## config.mk

```make
export PLATFORM = sky130hd
export DESIGN_NAME = y_change_dispatcher
export DESIGN_NICKNAME = d
export VERILOG_FILES = /design/src/rtl/y_integ_pkg.sv /design/src/rtl/y_change_dispatcher_fifo.sv /design/src/rtl/y_change_dispatcher.sv
export SDC_FILE = /design/constraint.sdc
export NUM_CORES = 1
export LEC_CHECK = 0
export CELL_PAD_IN_SITES_DETAIL_PLACEMENT = 1
export CELL_PAD_IN_SITES_GLOBAL_PLACEMENT = 1
export CORE_ASPECT_RATIO = 0.6
export CORE_UTILIZATION = 30
export CTS_BUF_LIST = sky130_fd_sc_hd__clkbuf_2 sky130_fd_sc_hd__clkbuf_4 sky130_fd_sc_hd__clkbuf_8
export DETAILED_ROUTE_END_ITERATION = 7
export HOLD_SLACK_MARGIN = 0.05
export PLACE_DENSITY = 0.6
export SYNTH_ARGS = -nofsm -noshare
export SYNTH_HDL_FRONTEND = slang
export SYNTH_SLANG_ARGS = --single-unit
```

## constraint.sdc

```tcl
create_clock -name clock -period 8.9 [get_ports clock]
set_input_delay 0.89 -clock clock [delete_from_list [all_inputs] [get_ports clock]]
set_output_delay 0.89 -clock clock [all_outputs]
set_load 0.01 [all_outputs]
```

## src/rtl/y_integ_pkg.sv

```systemverilog
// ---------------------------------------------------------------------------
// y_integ_pkg
// Shared types for the change-in-Y integration front end.
//   IDX_W / DATA_W : widths of the row/col index and of each delta half.
//                    The record type is built from these, so they are the
//                    single place to change the datapath width.
//   change_rec_t   : one change record {row, col, re, im, last}.
//   disp_state_t   : dispatcher FSM states.
//   is_zero_delta  : true when both halves of the complex delta are zero.
// ---------------------------------------------------------------------------
package y_integ_pkg;

    localparam int IDX_W  = 16;
    localparam int DATA_W = 24;

    typedef struct packed {
        logic [IDX_W-1:0]  row;
        logic [IDX_W-1:0]  col;
        logic [DATA_W-1:0] re;
        logic [DATA_W-1:0] im;
        logic              last;
    } change_rec_t;

    typedef enum logic [1:0] {
        IDLE,
        ISSUE,
        WAIT
    } disp_state_t;

    function automatic logic is_zero_delta(input change_rec_t rec);
        return (rec.re == '0) && (rec.im == '0);
    endfunction

endpackage

```

## src/rtl/y_change_dispatcher_fifo.sv

```systemverilog
// ---------------------------------------------------------------------------
// change_fifo
// Synchronous FIFO of change_rec_t records with registered full/empty flags.
// Ports:
//   clock, reset   : rising-edge clock, asynchronous active-high reset
//   push, push_rec : write request and record (ignored while full)
//   pop            : read request (ignored while empty)
//   head           : record at the read pointer (valid while !empty)
//   full, empty    : registered status flags
// DEPTH must be a power of two so the pointers wrap naturally.
// ---------------------------------------------------------------------------
module change_fifo
    import y_integ_pkg::*;
#(
    parameter int DEPTH = 8
) (
    input  logic        clock,
    input  logic        reset,
    input  logic        push,
    input  change_rec_t push_rec,
    input  logic        pop,
    output change_rec_t head,
    output logic        full,
    output logic        empty
);

    localparam int PTR_W = (DEPTH > 1) ? $clog2(DEPTH) : 1;
    localparam int CNT_W = PTR_W + 1;

    change_rec_t      mem [DEPTH];
    logic [PTR_W-1:0] wr_ptr;
    logic [PTR_W-1:0] rd_ptr;
    logic [CNT_W-1:0] count;
    logic             do_push;
    logic             do_pop;

    // Guard both sides here so the dispatcher can never corrupt the queue.
    assign do_push = push & ~full;
    assign do_pop  = pop & ~empty;
    assign head    = mem[rd_ptr];

    // Storage has no reset; only the pointers define which entries are live.
    always_ff @(posedge clock) begin
        if (do_push) begin
            mem[wr_ptr] <= push_rec;
        end
    end

    // Flags are computed from the pre-update count so they are ready as
    // registers on the same edge the count changes. A simultaneous push and
    // pop leaves count and both flags untouched.
    always_ff @(posedge clock or posedge reset) begin
        if (reset) begin
            wr_ptr <= '0;
            rd_ptr <= '0;
            count  <= '0;
            full   <= 1'b0;
            empty  <= 1'b1;
        end else begin
            if (do_push) begin
                wr_ptr <= wr_ptr + 1'b1;
            end
            if (do_pop) begin
                rd_ptr <= rd_ptr + 1'b1;
            end
            case ({do_push, do_pop})
                2'b10: begin
                    count <= count + 1'b1;
                    full  <= (count == CNT_W'(DEPTH - 1));
                    empty <= 1'b0;
                end
                2'b01: begin
                    count <= count - 1'b1;
                    full  <= 1'b0;
                    empty <= (count == CNT_W'(1));
                end
                default: begin
                end
            endcase
        end
    end

endmodule

```

## src/rtl/y_change_dispatcher.sv

```systemverilog
// ---------------------------------------------------------------------------
// y_change_dispatcher
// Upstream stage of the change-in-Y integration core. Queues change records
// and hands them to the core one at a time, waiting for the rising edge of
// write_done before issuing the next one.
// Ports:
//   clock, reset            : rising-edge clock, asynchronous active-high reset
//   in_valid / in_ready     : upstream handshake (accept = in_valid & in_ready)
//   in_row, in_col          : Y matrix index of the change
//   in_real, in_img         : complex delta, two's complement
//   in_last                 : record closes a batch
//   out_start               : one-cycle pulse, payload valid, core starts
//   out_row/col/real/img    : registered payload, held until next out_start
//   write_done              : core finished (only the rising edge counts)
//   busy                    : FSM not idle or records still queued
//   batch_done              : one-cycle pulse when a last-flagged record retires
//   disp_count              : records retired normally since reset (wraps)
//   timeout_err             : sticky, core failed to answer in TIMEOUT_CYC
// Optional feature macro: ZERO_SKIP_EN -- records whose delta is zero are
// dropped without being issued to the core (batch_done still honoured).
// ---------------------------------------------------------------------------
module y_change_dispatcher
    import y_integ_pkg::*;
#(
    parameter int DEPTH       = 8,
    parameter int TIMEOUT_CYC = 1024
) (
    input  logic              clock,
    input  logic              reset,
    input  logic              in_valid,
    output logic              in_ready,
    input  logic [IDX_W-1:0]  in_row,
    input  logic [IDX_W-1:0]  in_col,
    input  logic [DATA_W-1:0] in_real,
    input  logic [DATA_W-1:0] in_img,
    input  logic              in_last,
    output logic              out_start,
    output logic [IDX_W-1:0]  out_row,
    output logic [IDX_W-1:0]  out_col,
    output logic [DATA_W-1:0] out_real,
    output logic [DATA_W-1:0] out_img,
    input  logic              write_done,
    output logic              busy,
    output logic              batch_done,
    output logic [15:0]       disp_count,
    output logic              timeout_err
);

    localparam int TIMER_W = (TIMEOUT_CYC > 1) ? $clog2(TIMEOUT_CYC) : 1;

    disp_state_t        state;
    change_rec_t        in_rec;
    change_rec_t        head;
    logic               fifo_full;
    logic               fifo_empty;
    logic               pop;
    logic               wd_q;
    logic               rise;
    logic               cur_last;
    logic [TIMER_W-1:0] timer;

    assign in_rec = '{row: in_row, col: in_col, re: in_real, im: in_img, last: in_last};

    change_fifo #(
        .DEPTH(DEPTH)
    ) u_fifo (
        .clock   (clock),
        .reset   (reset),
        .push    (in_valid),
        .push_rec(in_rec),
        .pop     (pop),
        .head    (head),
        .full    (fifo_full),
        .empty   (fifo_empty)
    );

    // Ready is the registered full flag: a pop in the same cycle does not
    // open a slot early, which keeps in_ready free of combinational paths.
    assign in_ready = ~fifo_full;
    assign busy     = (state != IDLE) | ~fifo_empty;
    assign rise     = write_done & ~wd_q;

    // The head record leaves the queue when it is issued, or, with zero
    // skipping, when it is discarded as a no-op update.
    always_comb begin
        pop = 1'b0;
        if (state == ISSUE) begin
            pop = 1'b1;
        end
`ifdef ZERO_SKIP_EN
        if ((state == IDLE) && !fifo_empty && is_zero_delta(head)) begin
            pop = 1'b1;
        end
`endif
    end

    // Dispatcher FSM. The edge register samples write_done in every state so
    // that a level still high from the previous record, or a rise that lands
    // while we are idle or issuing, never retires the record now waiting.
    always_ff @(posedge clock or posedge reset) begin
        if (reset) begin
            state       <= IDLE;
            wd_q        <= 1'b0;
            out_start   <= 1'b0;
            out_row     <= '0;
            out_col     <= '0;
            out_real    <= '0;
            out_img     <= '0;
            cur_last    <= 1'b0;
            timer       <= '0;
            batch_done  <= 1'b0;
            disp_count  <= '0;
            timeout_err <= 1'b0;
        end else begin
            wd_q       <= write_done;
            out_start  <= 1'b0;
            batch_done <= 1'b0;
            case (state)
                IDLE: begin
                    if (!fifo_empty) begin
`ifdef ZERO_SKIP_EN
                        if (is_zero_delta(head)) begin
                            batch_done <= head.last;
                        end else begin
                            state <= ISSUE;
                        end
`else
                        state <= ISSUE;
`endif
                    end
                end
                ISSUE: begin
`ifdef ZERO_SKIP_EN
                    // A zero record reached after a retire is dropped here;
                    // IDLE then looks at whatever follows it.
                    if (is_zero_delta(head)) begin
                        batch_done <= head.last;
                        state      <= IDLE;
                    end else begin
                        out_start <= 1'b1;
                        out_row   <= head.row;
                        out_col   <= head.col;
                        out_real  <= head.re;
                        out_img   <= head.im;
                        cur_last  <= head.last;
                        timer     <= '0;
                        state     <= WAIT;
                    end
`else
                    out_start <= 1'b1;
                    out_row   <= head.row;
                    out_col   <= head.col;
                    out_real  <= head.re;
                    out_img   <= head.im;
                    cur_last  <= head.last;
                    timer     <= '0;
                    state     <= WAIT;
`endif
                end
                WAIT: begin
                    // A timed-out record is still retired (and still closes
                    // its batch) but is not counted as dispatched.
                    if (rise || (timer == TIMER_W'(TIMEOUT_CYC - 1))) begin
                        if (rise) begin
                            disp_count <= disp_count + 16'd1;
                        end else begin
                            timeout_err <= 1'b1;
                        end
                        batch_done <= cur_last;
                        state      <= fifo_empty ? IDLE : ISSUE;
                    end else begin
                        timer <= timer + 1'b1;
                    end
                end
                default: begin
                    state <= IDLE;
                end
            endcase
        end
    end

endmodule
```

==> results of run 1 <==
[critical path, cell delays in order]
cell	delay (ps)
clkdlybuf4s50_1	470
nor2b_1	430
nand2b_1	330
nor2_4	1070
buf_4	910
[cells in the mapped netlist (2+ instances only)]
| cell type | instances |
|---|---|
| mux2i_1 | 82 |
| nor2b_1 | 2 |
| mux4_2 | 162 |
| buf_4 | 8 |
| inv_1 | 8 |
| nand4bb_1 | 2 |
| and2_1 | 2 |
| nand4_1 | 6 |
| o21ai_0 | 16 |
| buf_1 | 8 |
| nor3_1 | 11 |
| mux2_2 | 3 |
| xnor2_1 | 15 |
| a211o_2 | 3 |
| nand2b_1 | 7 |
| edfxtp_1 | 648 |
| ha_1 | 8 |
| o21ai_1 | 70 |
| buf_2 | 20 |
| xor2_1 | 8 |
| a21oi_1 | 2 |
| and3_1 | 2 |
| nor4_1 | 2 |
| nand2_1 | 102 |
| clkbuf_1 | 28 |
| or3_1 | 3 |
| nand3_1 | 9 |
| and4_1 | 2 |
| dfrtp_1 | 124 |
| nor2_1 | 13 |
[layout make-up]
type,count,area (um^2)
Antenna cell,3,7.507
Clock buffer,165,2027
Clock inverter,54,334.1
Fill cell,9405,61250
Inverter,9,38.79
Multi-Input combinational cell,549,6231
Sequential cell,773,22600
Tap cell,1305,1633
Timing Repair Buffer,203,1999
[per-stage QoR]
stage          hold slack, ps  util [%]  std cells  cell area, um^2
6_report                469.0     36.28       3061            34870
2_1_floorplan           431.4         -       1396            29100
3_5_place_dp            463.6     33.81       2839            32500
5_1_grt                 503.6     36.27       3059            34860
3_3_place_gp            463.0     33.81       2839            32500
4_1_cts                 475.2     36.27       3058            34860
[state kept, by name, indices dropped and copies added, names as in the netlist, 2 cells and up]
name / flops
u_fifo.wr_ptr: 3
disp_count: 16
state: 2
out_col: 16
timer: 10
u_fifo.mem: 648
u_fifo.count: 4
out_real: 24
out_row: 16
u_fifo.rd_ptr: 3
out_img: 24
[per-layer routing]
metal / up-vias / wire [um]
met5: - / 23
met4: 4 / 1146
met3: 90 / 3466
met2: 296 / 32430
met1: 7550 / 32630
li1: 6167 / -
[where the power goes]
| group | internal, mW | total [mW] | switching [mW] |
|---|---|---|---|
| combinational | 1.50 | 3.19 | 1.69 |
| clock | 1.54 | 2.93 | 1.40 |
| sequential | 4.67 | 5.09 | 0.421 |
| total | 7.70 | 11.2 | 3.51 |
[cell usage in the layout (no fill, tap or decap), types with 6 or more instances in the layout]
cell type	n
edfxtp_1	648
clkdlybuf4s50_1	185
mux4_2	162
clkbuf_8	126
dfrtp_1	121
nand2_1	102
mux2i_1	82
o21ai_1	70
clkbuf_4	39
clkinv_1	29
buf_4	17
o21ai_0	16
clkinv_2	16
xnor2_1	15
nand3_1	9
nor3_1	9
xor2_1	8
ha_1	8
nor2_1	7
inv_1	7
nor2_4	7
nand2b_1	6
nand4_1	6
[how the worst max path moves through the flow]
stage	from	to	cells past startpoint
2_1_floorplan	in_valid	u_fifo.mem[0][0]	3
3_3_place_gp	in_valid	u_fifo.mem[6][6]	5
3_5_place_dp	in_valid	u_fifo.mem[6][8]	5
4_1_cts	in_valid	u_fifo.mem[4][6]	5
5_1_grt	in_valid	u_fifo.mem[6][6]	5
6_report	in_valid	u_fifo.mem[6][6]	5
[cell families after synthesis]
family	after synthesis
multiplexers	247
buffers and inverters	74
AO/OA/AOI/OAI	100
adder cells (fa/ha/maj)	8
flip-flops	773
XOR/XNOR	23
AND/OR/NAND/NOR	171
==> metrics.cfg, run 1 <==
[timing]
finalMaxSlewViolations=0
fin_setup_tns_ps=0
fin_skew_ps=38.41
fmax_mhz=264.5
min_period_ps=3780
worstMarginPinSlew_ps=1312
rsz0062_at_grt=no
finalSetupViolations=0
setup_ws_ps=5120
hold_viol=0
relSlewSlack_pct=12.36
period_share_pct=42.47

[worst_hold_path]
min_to=timeout_err
worstHoldStart=timeout_err
min_path_type=flop to flop
hold-path-cell-count=1

[clocking]
cts_buffer_depth=3
clockRootBuffer=clkbuf_8
ctsResizeCount=0
postCtsSetupBuffers=0
clk_pin_slew_ps=60
cts_num_sinks=773
cts_max_level=3
numCtsBuffers=117
ctsHoldBuffers=0
clk-insertion-delay-late_ps=780
cts_tree=done

[synth]
yosys.area_share.adder_pct=0.3440
ys_ff_latch=773
synth_simple_gate_area_share_pct=2.739
synth_fp_nets=1489
netlist_top_cells_area=edfxtp_1 67%, mux4_2 13%, dfrtp_1 11%, mux2i_1 2.8%, nand2_1 1.3%
synth_edf_count=648
ys_types=50
synth_top_family_by_area=multiplexers
synth_xor_area_share_pct=0.6923
ys.flop_type=edfxtp_1
synthMuxAreaShare_pct=15.47
yosysSeqAreaShare_pct=77.62
synth_compound_area_share_pct=1.948
synth.largest_area_cell=edfxtp_1
syn_inst=1396
yosysWarningCount=0
netlist_area_um2=29100
async_flop_share_pct=16.17
avgSynthCellArea_um2=20.84
synth_top_area_share_pct=66.87

[final_layout]
nets=1746
area_growth_pct=19.83
drive_above_1_share_pct=22.93

[floorplan]
dieArea_um2=98290
ios=186
initial_core_util_pct=30.27
die_h_um=243.2
core_um2=96120
die_w_um=404.1
rows=88

[global_routing]
overflow=0
grtUsageMet3_pct=3.334
grtUsageTotal_pct=14.29
grt_use_met1_pct=20.09
grt_max_degree=99
grt_pass1_wl_um=103300
antenna_found_initial=8
first_global_vias=15470
busiest_layer=met2
met2_usage_pct=22.17

[worst_setup_path]
arrival_ps=4150
worst-path-max-fanout=51
r2r_start=u_fifo.full
worstReg2RegEnd=u_fifo.mem[6][6]
startpoint_type=input pin
worstSetupPathType=input pin to flop
r2r_cells=4
regToRegSetupSlack_ps=5350
critPathRequiredTime_ps=9270
cp-end-kind=flop

[routing]
postRouteAntennaNets=0
first_pass_iters=4
viasPerCell=4.609
drcViolationCount=0
wl_per_cell_um=22.77
num_vias=14110
drt_wl_total_um=69690
drt_iter0_markers=1040

[run_status]
status=completed

[place]
port_buffers=185
dp_hpwl_um=39130
place.gp.congestion=0.7155
dp_slack_ps=4223

[pwr]
cellLeakagePower_nw=11.74
pwr_density_cell_nw_per_um2=321.5
max-vdd-ir-drop_v=0.0001991
finalPower_mw=11.21

[job]
drv_cap=0

Power figures use the tool's default switching activity.
==> inputs of run 2 (changes only) <==
--- a/config.mk
+++ b/config.mk
@@ -12,7 +12,7 @@
 export CTS_BUF_LIST = sky130_fd_sc_hd__clkbuf_2 sky130_fd_sc_hd__clkbuf_4 sky130_fd_sc_hd__clkbuf_8
 export DETAILED_ROUTE_END_ITERATION = 7
 export HOLD_SLACK_MARGIN = 0.05
-export PLACE_DENSITY = 0.6
+export PLACE_DENSITY = 0.62
 export SYNTH_ARGS = -nofsm -noshare
 export SYNTH_HDL_FRONTEND = slang
 export SYNTH_SLANG_ARGS = --single-unit
==> constraint.sdc (replaced) <==
create_clock -name clock -period 3.1 [get_ports clock]
set_input_delay 0.31 -clock clock [delete_from_list [all_inputs] [get_ports clock]]
set_output_delay 0.31 -clock clock [all_outputs]
set_load 0.01 [all_outputs]
==> run 2 against run 1 <==
- first-iteration DRC count shrank 28%
- non-clock buffer count is 20 higher
- core utilization up 0.58 points
- register-to-register slack got worse by 4400 ps
- worst hold slack got worse by 160 ps
- total power grew to 2.9 times the previous value
- combinational power grew to 3.0 times the previous value
- flip-flop and latch count is the same
- die area is the same
- clock power rose to 3.0 times the previous value
- clock skew fell by 5.9 ps
- wire length fell by 4.7%
- critical path type is now flop to flop
- critical endpoint is now u_fifo.count[3]
- largest power group unchanged
==> metrics.cfg, run 2 (same netlist as run 1, synthesis figures left out) <==
[floorplan]
ios=186  ; unchanged
dieArea_um2=98290  ; unchanged
die_h_um=243.2  ; unchanged
initial_core_util_pct=30.27  ; unchanged
rows=88  ; unchanged
die_w_um=404.1  ; unchanged
core_um2=96120  ; unchanged

[pwr]
max-vdd-ir-drop_v=0.0004799  ; was 0.0001991 V
cellLeakagePower_nw=11.98  ; was 11.74 nW
pwr_density_cell_nw_per_um2=923.2  ; was 321.5 nW/um^2

[final_layout]
drive_above_1_share_pct=24.24  ; was 22.93%
largest_reg_flops=648  ; unchanged
reg.largest.list=u_fifo.mem x648, out_img x24, out_real x24  ; unchanged
nets=1766  ; was 1746
final_cell_mix=648 x edfxtp_1, 185 x clkdlybuf4s50_1, 162 x mux4_2, 122 x clkbuf_8, 121 x dfrtp_1  ; was 648 x edfxtp_1, 185 x clkdlybuf4s50_1, 162 x mux4_2, 126 x clkbuf_8, 121 x dfrtp_1
num_antenna_cells=0  ; was 3
largest_register=u_fifo.mem  ; unchanged
final_cells=3079  ; was 3061
layout_commonest_cell=edfxtp_1  ; unchanged
final_cell_area_um2=35420  ; was 34870 um^2
area_growth_pct=21.74  ; was 19.83%

[routing]
drt_iter0_markers=749  ; was 1040
drcViolationCount=0  ; unchanged
wl_per_cell_um=21.58  ; was 22.77 um
viasPerCell=4.538  ; was 4.609
postRouteAntennaNets=0  ; unchanged
num_vias=13970  ; was 14110
first_pass_iters=5  ; was 4
drt_wl_total_um=66440  ; was 69690 um

[worst_hold_path]
hold-path-cell-count=1  ; unchanged
min_to=u_fifo.mem[6][51]  ; was timeout_err
min_path_type=input pin to flop  ; was flop to flop
worstHoldStart=in_col[2]  ; was timeout_err

[global_routing]
grt_pass1_wl_um=99550  ; was 103300 um
grt_max_degree=165  ; was 99
grtUsageTotal_pct=13.60  ; was 14.29%
overflow=0  ; unchanged
first_global_vias=15320  ; was 15470
antenna_found_initial=8  ; unchanged

[clocking]
ctsHoldBuffers=2  ; was 0
ctsResizeCount=0  ; unchanged
clk_pin_slew_ps=70  ; was 60 ps
clk-insertion-delay-late_ps=730  ; was 780 ps
cts_max_level=3  ; unchanged
clockRootBuffer=clkbuf_8  ; unchanged
cts_num_sinks=773  ; unchanged
cts_buffer_depth=3  ; unchanged
cts_tree=done  ; unchanged
postCtsSetupBuffers=0  ; unchanged
numCtsBuffers=117  ; unchanged

[place]
place.gp.congestion=0.7189  ; was 0.7155
placed_cell_area_um2=32950  ; was 32500 um^2
dp.cells=2857  ; was 2839
port_buffers=185  ; unchanged
dp_hpwl_um=37340  ; was 39130 um

[timing]
period_share_pct=70.55
min_period_ps=2187
hold_viol=0  ; unchanged
fin_setup_tns_ps=0  ; unchanged
fin_skew_ps=32.53  ; was 38.41 ps
rsz0062_at_grt=no  ; unchanged
finalMaxSlewViolations=0  ; unchanged
finalSetupViolations=0  ; unchanged
fmax_mhz=457.2
relSlewSlack_pct=38.62  ; was 12.36%
worstMarginPinSlew_ps=920.7  ; was 1312 ps

[worst_setup_path]
r2r_cells=7  ; was 4
regToRegSetupSlack_ps=910  ; was 5350 ps
worstReg2RegEnd=u_fifo.count[3]  ; was u_fifo.mem[6][6]
worst-path-max-fanout=5  ; was 51
startpoint_type=flop  ; was input pin
critPathRequiredTime_ps=3740  ; was 9270 ps
arrival_ps=2820  ; was 4150 ps
worstSetupPathType=flop to flop  ; was input pin to flop
cp-end-kind=flop  ; unchanged
r2r_start=state[1]  ; was u_fifo.full
cp-startpoint=state[1]  ; was in_valid

[job]
drv_cap=0  ; unchanged

[run_status]
status=completed  ; unchanged

==> run 2: power breakdown <==
group          internal [mW]  leakage [nW]  switching [mW]
registers               13.4          7.45           0.999
logic                   4.61          3.23            4.97
clock network           4.77          1.30            3.97
total                   22.8          12.0            9.94
==> run 2: how the worst max path moves through the flow <==
stage                     slack, ps           endpoint
final                           910    u_fifo.count[3]
after global routing            730    u_fifo.count[3]
after CTS                       810               busy
after detailed placement        570  u_fifo.mem[1][67]
after global placement          610  u_fifo.mem[1][65]
after floorplan                -190   u_fifo.mem[2][0]
==> run 2: layout make-up <==
class | count | area [um^2]
tap | 1305 | 1633
timing repair buffer | 223 | 2430
sequential | 773 | 22600
multi-input combinational | 549 | 6266
fill | 9380 | 60700
clock inverter | 55 | 456.7
inverter | 9 | 37.54
clock buffer | 165 | 2002
==> run 2: critical path, cell delays in order (launching register included) <==
cell and delay [ps]:
dfrtp_1 420, nand2b_4 180, nor2_1 360, ha_1 350, nand2b_1 110, or3_1 310
a21oi_1 190, xor2_1 170
==> run 2: metrics by stage <==
stage / setup slack, ps / utilization [%] / hold slack, ps / power, mW
after floorplan: -194.0 / - / 341.4 / 20.47
after global placement: 608.9 / 34.27 / 471.3 / 24.27
after detailed placement: 566.5 / 34.27 / 476.7 / 24.49
after CTS: 813.0 / 36.85 / 227.5 / 33.42
after global routing: 725.8 / 36.85 / 249.7 / 34.51
final: 912.9 / 36.85 / 310.8 / 32.70
==> run 2: per-layer routing <==
metal / track usage (%) / share of wire (%)
met1: 19.27 / 48
met2: 20.78 / 46
met3: 3.492 / 4.5
met4: 3.532 / 1.8
met5: 0 / 0.14
==> inputs of run 3 (changes only) <==
--- a/config.mk
+++ b/config.mk
@@ -12,7 +12,7 @@
 export CTS_BUF_LIST = sky130_fd_sc_hd__clkbuf_2 sky130_fd_sc_hd__clkbuf_4 sky130_fd_sc_hd__clkbuf_8
 export DETAILED_ROUTE_END_ITERATION = 7
 export HOLD_SLACK_MARGIN = 0.05
-export PLACE_DENSITY = 0.62
+export PLACE_DENSITY = 0.6
 export SYNTH_ARGS = -nofsm -noshare
 export SYNTH_HDL_FRONTEND = slang
 export SYNTH_SLANG_ARGS = --single-unit
==> constraint.sdc (replaced) <==
create_clock -name clock -period 2.25 [get_ports clock]
set_input_delay 0.225 -clock clock [delete_from_list [all_inputs] [get_ports clock]]
set_output_delay 0.225 -clock clock [all_outputs]
set_load 0.01 [all_outputs]
==> run 3 against run 2 <==
- core utilization up 0.53 points
- worst hold slack got worse by 110 ps
- die area is the same
- via count increased by 2.2%
- first-iteration DRC count rose by 14%
- global-route usage rose by 0.73 points
- critical path depth shrank 4
- final area grew 1.4%
- non-clock buffer count up 34
- setup slack worse by 740 ps
- flip-flop and latch count is the same
- count of clock-buffer cells in the layout up 6
- largest cell class unchanged
==> metrics.cfg, run 3 (same netlist as run 1, synthesis figures left out) <==
[run_status]
status=completed  ; unchanged

[pwr]
cellLeakagePower_nw=12.24  ; was 11.98 nW
max-vdd-ir-drop_v=0.0005721  ; was 0.0004799 V
finalPower_mw=45.84  ; was 32.70 mW
pwr_density_cell_nw_per_um2=1276  ; was 923.2 nW/um^2

[place]
dp.cells=2891  ; was 2857
dp_hpwl_um=43810  ; was 37340 um
port_buffers=185  ; unchanged
placed_cell_area_um2=33450  ; was 32950 um^2
place.gp.congestion=0.6981  ; was 0.7189
dp_slack_ps=-17.01  ; was 566.5 ps

[global_routing]
grt_pass1_wl_um=103700  ; was 99550 um
antenna_found_initial=7  ; was 8
grtUsageTotal_pct=14.33  ; was 13.60%
overflow=0  ; unchanged
grt_max_degree=97  ; was 165
first_global_vias=15610  ; was 15320

[job]
drv_cap=0  ; unchanged

[worst_setup_path]
crit_chain=nor2_1 -> nand2_1 -> clkdlybuf4s50_1  ; was nand2b_4 -> nor2_1 -> ha_1 -> nand2b_1 -> or3_1 -> a21oi_1 -> xor2_1
max_stage_delay_ps=470  ; was 420 ps
path_delay_family=buffers and inverters  ; was simple AND/OR/NAND/NOR gates
worstSetupPathType=flop to primary output  ; was flop to flop
crit_slowest_cell=clkdlybuf4s50_1  ; was dfrtp_1
startpoint_type=flop  ; unchanged
arrival_ps=1850  ; was 2820 ps
worst-path-max-fanout=6  ; was 5
cp_num_buf_inv=1  ; was 0
critPathRequiredTime_ps=2030  ; was 3740 ps
cp-end-kind=primary output  ; was flop

[final_layout]
area_growth_pct=23.48  ; was 21.74%
final_cell_area_um2=35930  ; was 35420 um^2
final_cell_mix=648 x edfxtp_1, 185 x clkdlybuf4s50_1, 162 x mux4_2, 129 x clkbuf_8, 119 x dfrtp_1  ; was 648 x edfxtp_1, 185 x clkdlybuf4s50_1, 162 x mux4_2, 122 x clkbuf_8, 121 x dfrtp_1
reg.largest.list=u_fifo.mem x648, out_img x24, out_real x24  ; unchanged
layout_commonest_cell=edfxtp_1  ; unchanged
fillerInstances=9298  ; was 9380
drive_above_1_share_pct=26.10  ; was 24.24%
nets=1800  ; was 1766
largest_register=u_fifo.mem  ; unchanged
utilization_pct=37.38  ; was 36.85%
largest_reg_flops=648  ; unchanged
final_cells=3118  ; was 3079

[clocking]
cts_buffer_depth=3  ; unchanged
clk-insertion-delay-late_ps=770  ; was 730 ps
cts_tree=done  ; unchanged
numCtsBuffers=117  ; unchanged
cts_num_sinks=773  ; unchanged
cts_max_level=3  ; unchanged
clk_pin_slew_ps=70  ; about the same
clockRootBuffer=clkbuf_8  ; unchanged
postCtsSetupBuffers=0  ; unchanged

[timing]
relSlewSlack_pct=52.93  ; was 38.62%
setup_ws_ps=170.8  ; was 912.9 ps
finalSetupViolations=0  ; unchanged
min_period_ps=2079
hold_viol=0  ; unchanged
fin_setup_tns_ps=0  ; unchanged
hold_ws_ps=200.3  ; was 310.8 ps
rsz0062_at_grt=no  ; unchanged
finalMaxSlewViolations=0  ; unchanged
worstMarginPinSlew_ps=699.6  ; was 920.7 ps
fin_skew_ps=50.16  ; was 32.53 ps
period_share_pct=92.41
fmax_mhz=481.0

[routing]
first_pass_iters=4  ; was 5
drt_wl_total_um=69920  ; was 66440 um
viasPerCell=4.578  ; was 4.538
drt_iter0_markers=856  ; was 749
wl_per_cell_um=22.43  ; was 21.58 um
postRouteAntennaNets=0  ; unchanged
drcViolationCount=0  ; unchanged
num_vias=14280  ; was 13970

[floorplan]
core_um2=96120  ; unchanged
die_h_um=243.2  ; unchanged
ios=186  ; unchanged
die_w_um=404.1  ; unchanged
dieArea_um2=98290  ; unchanged
rows=88  ; unchanged
initial_core_util_pct=30.27  ; unchanged

[worst_hold_path]
min_path_type=input pin to flop  ; unchanged

==> run 3: cell count changes in the layout (fill, tap and decap cells not counted), sizes merged <==
cell      before  now
clkinv        40   43
inv           12   13
buf           36   70
clkinvlp       5    3
bufinv         7    3
clkbuf       165  171
diode          0    1
==> run 3: final cells by class <==
| cell class | instances | area (um^2) | area share (%) |
|---|---|---|---|
| inverters | 9 | 37.54 | 0.1045 |
| clock buffers | 171 | 2091 | 5.819 |
| flip-flops and latches | 773 | 22600 | 62.90 |
| clock inverters | 53 | 364.1 | 1.013 |
| repair buffers | 257 | 2935 | 8.169 |
| well taps | 1305 | 1633 | 4.544 |
| multi-input cells | 549 | 6266 | 17.44 |
| diodes | 1 | 2.502 | 0.006965 |
==> run 3: path summary, 6_finish.rpt <==
path / depth (start not counted) / endpoint / slack, ps / startpoint
min reg2reg: 1 / u_fifo.empty / 450 / u_fifo.count[3]
min in group asynchronous: 3 / out_row[10] / 450 / reset
max reg2reg: 7 / u_fifo.count[3] / 200 / state[1]
max in group asynchronous: 4 / state[0] / 1100 / reset
max: 3 / busy / 170 / state[0]
min: 1 / u_fifo.mem[0][10] / 200 / in_img[9]
==> run 3: report_power, final <==
part	switching [mW]	internal, mW	leakage [nW]
Sequential	1.31	18.4	7.45
Clock	5.65	6.37	1.32
Combinational	7.26	6.83	3.47
==> run 3: worst reg2reg max path, cell delays in order (launching register included) <==
cell and delay, ps:
dfrtp_2 440, nand2b_4 180, nor2_1 310, ha_1 250, nand2b_1 80, or3_1 310, a21oi_1 180, xor2_1 180
==> run 3: timing repair <==
item,CTS,global route
cloned,0,0
endpoints found under the setup margin,1,1
hold buffers,2,0
endpoints found under the hold margin,17,0
resized for setup,1,1
==> run 3: routing by layer <==
layer | GRT usage, % | vias to the layer above | wire length [um]
li1 | - | 6266 | -
met1 | 21.41 | 7601 | 34850
met2 | 20.65 | 281 | 30650
met3 | 3.413 | 117 | 3043
met4 | 4.100 | 10 | 1315
met5 | 0 | - | 58
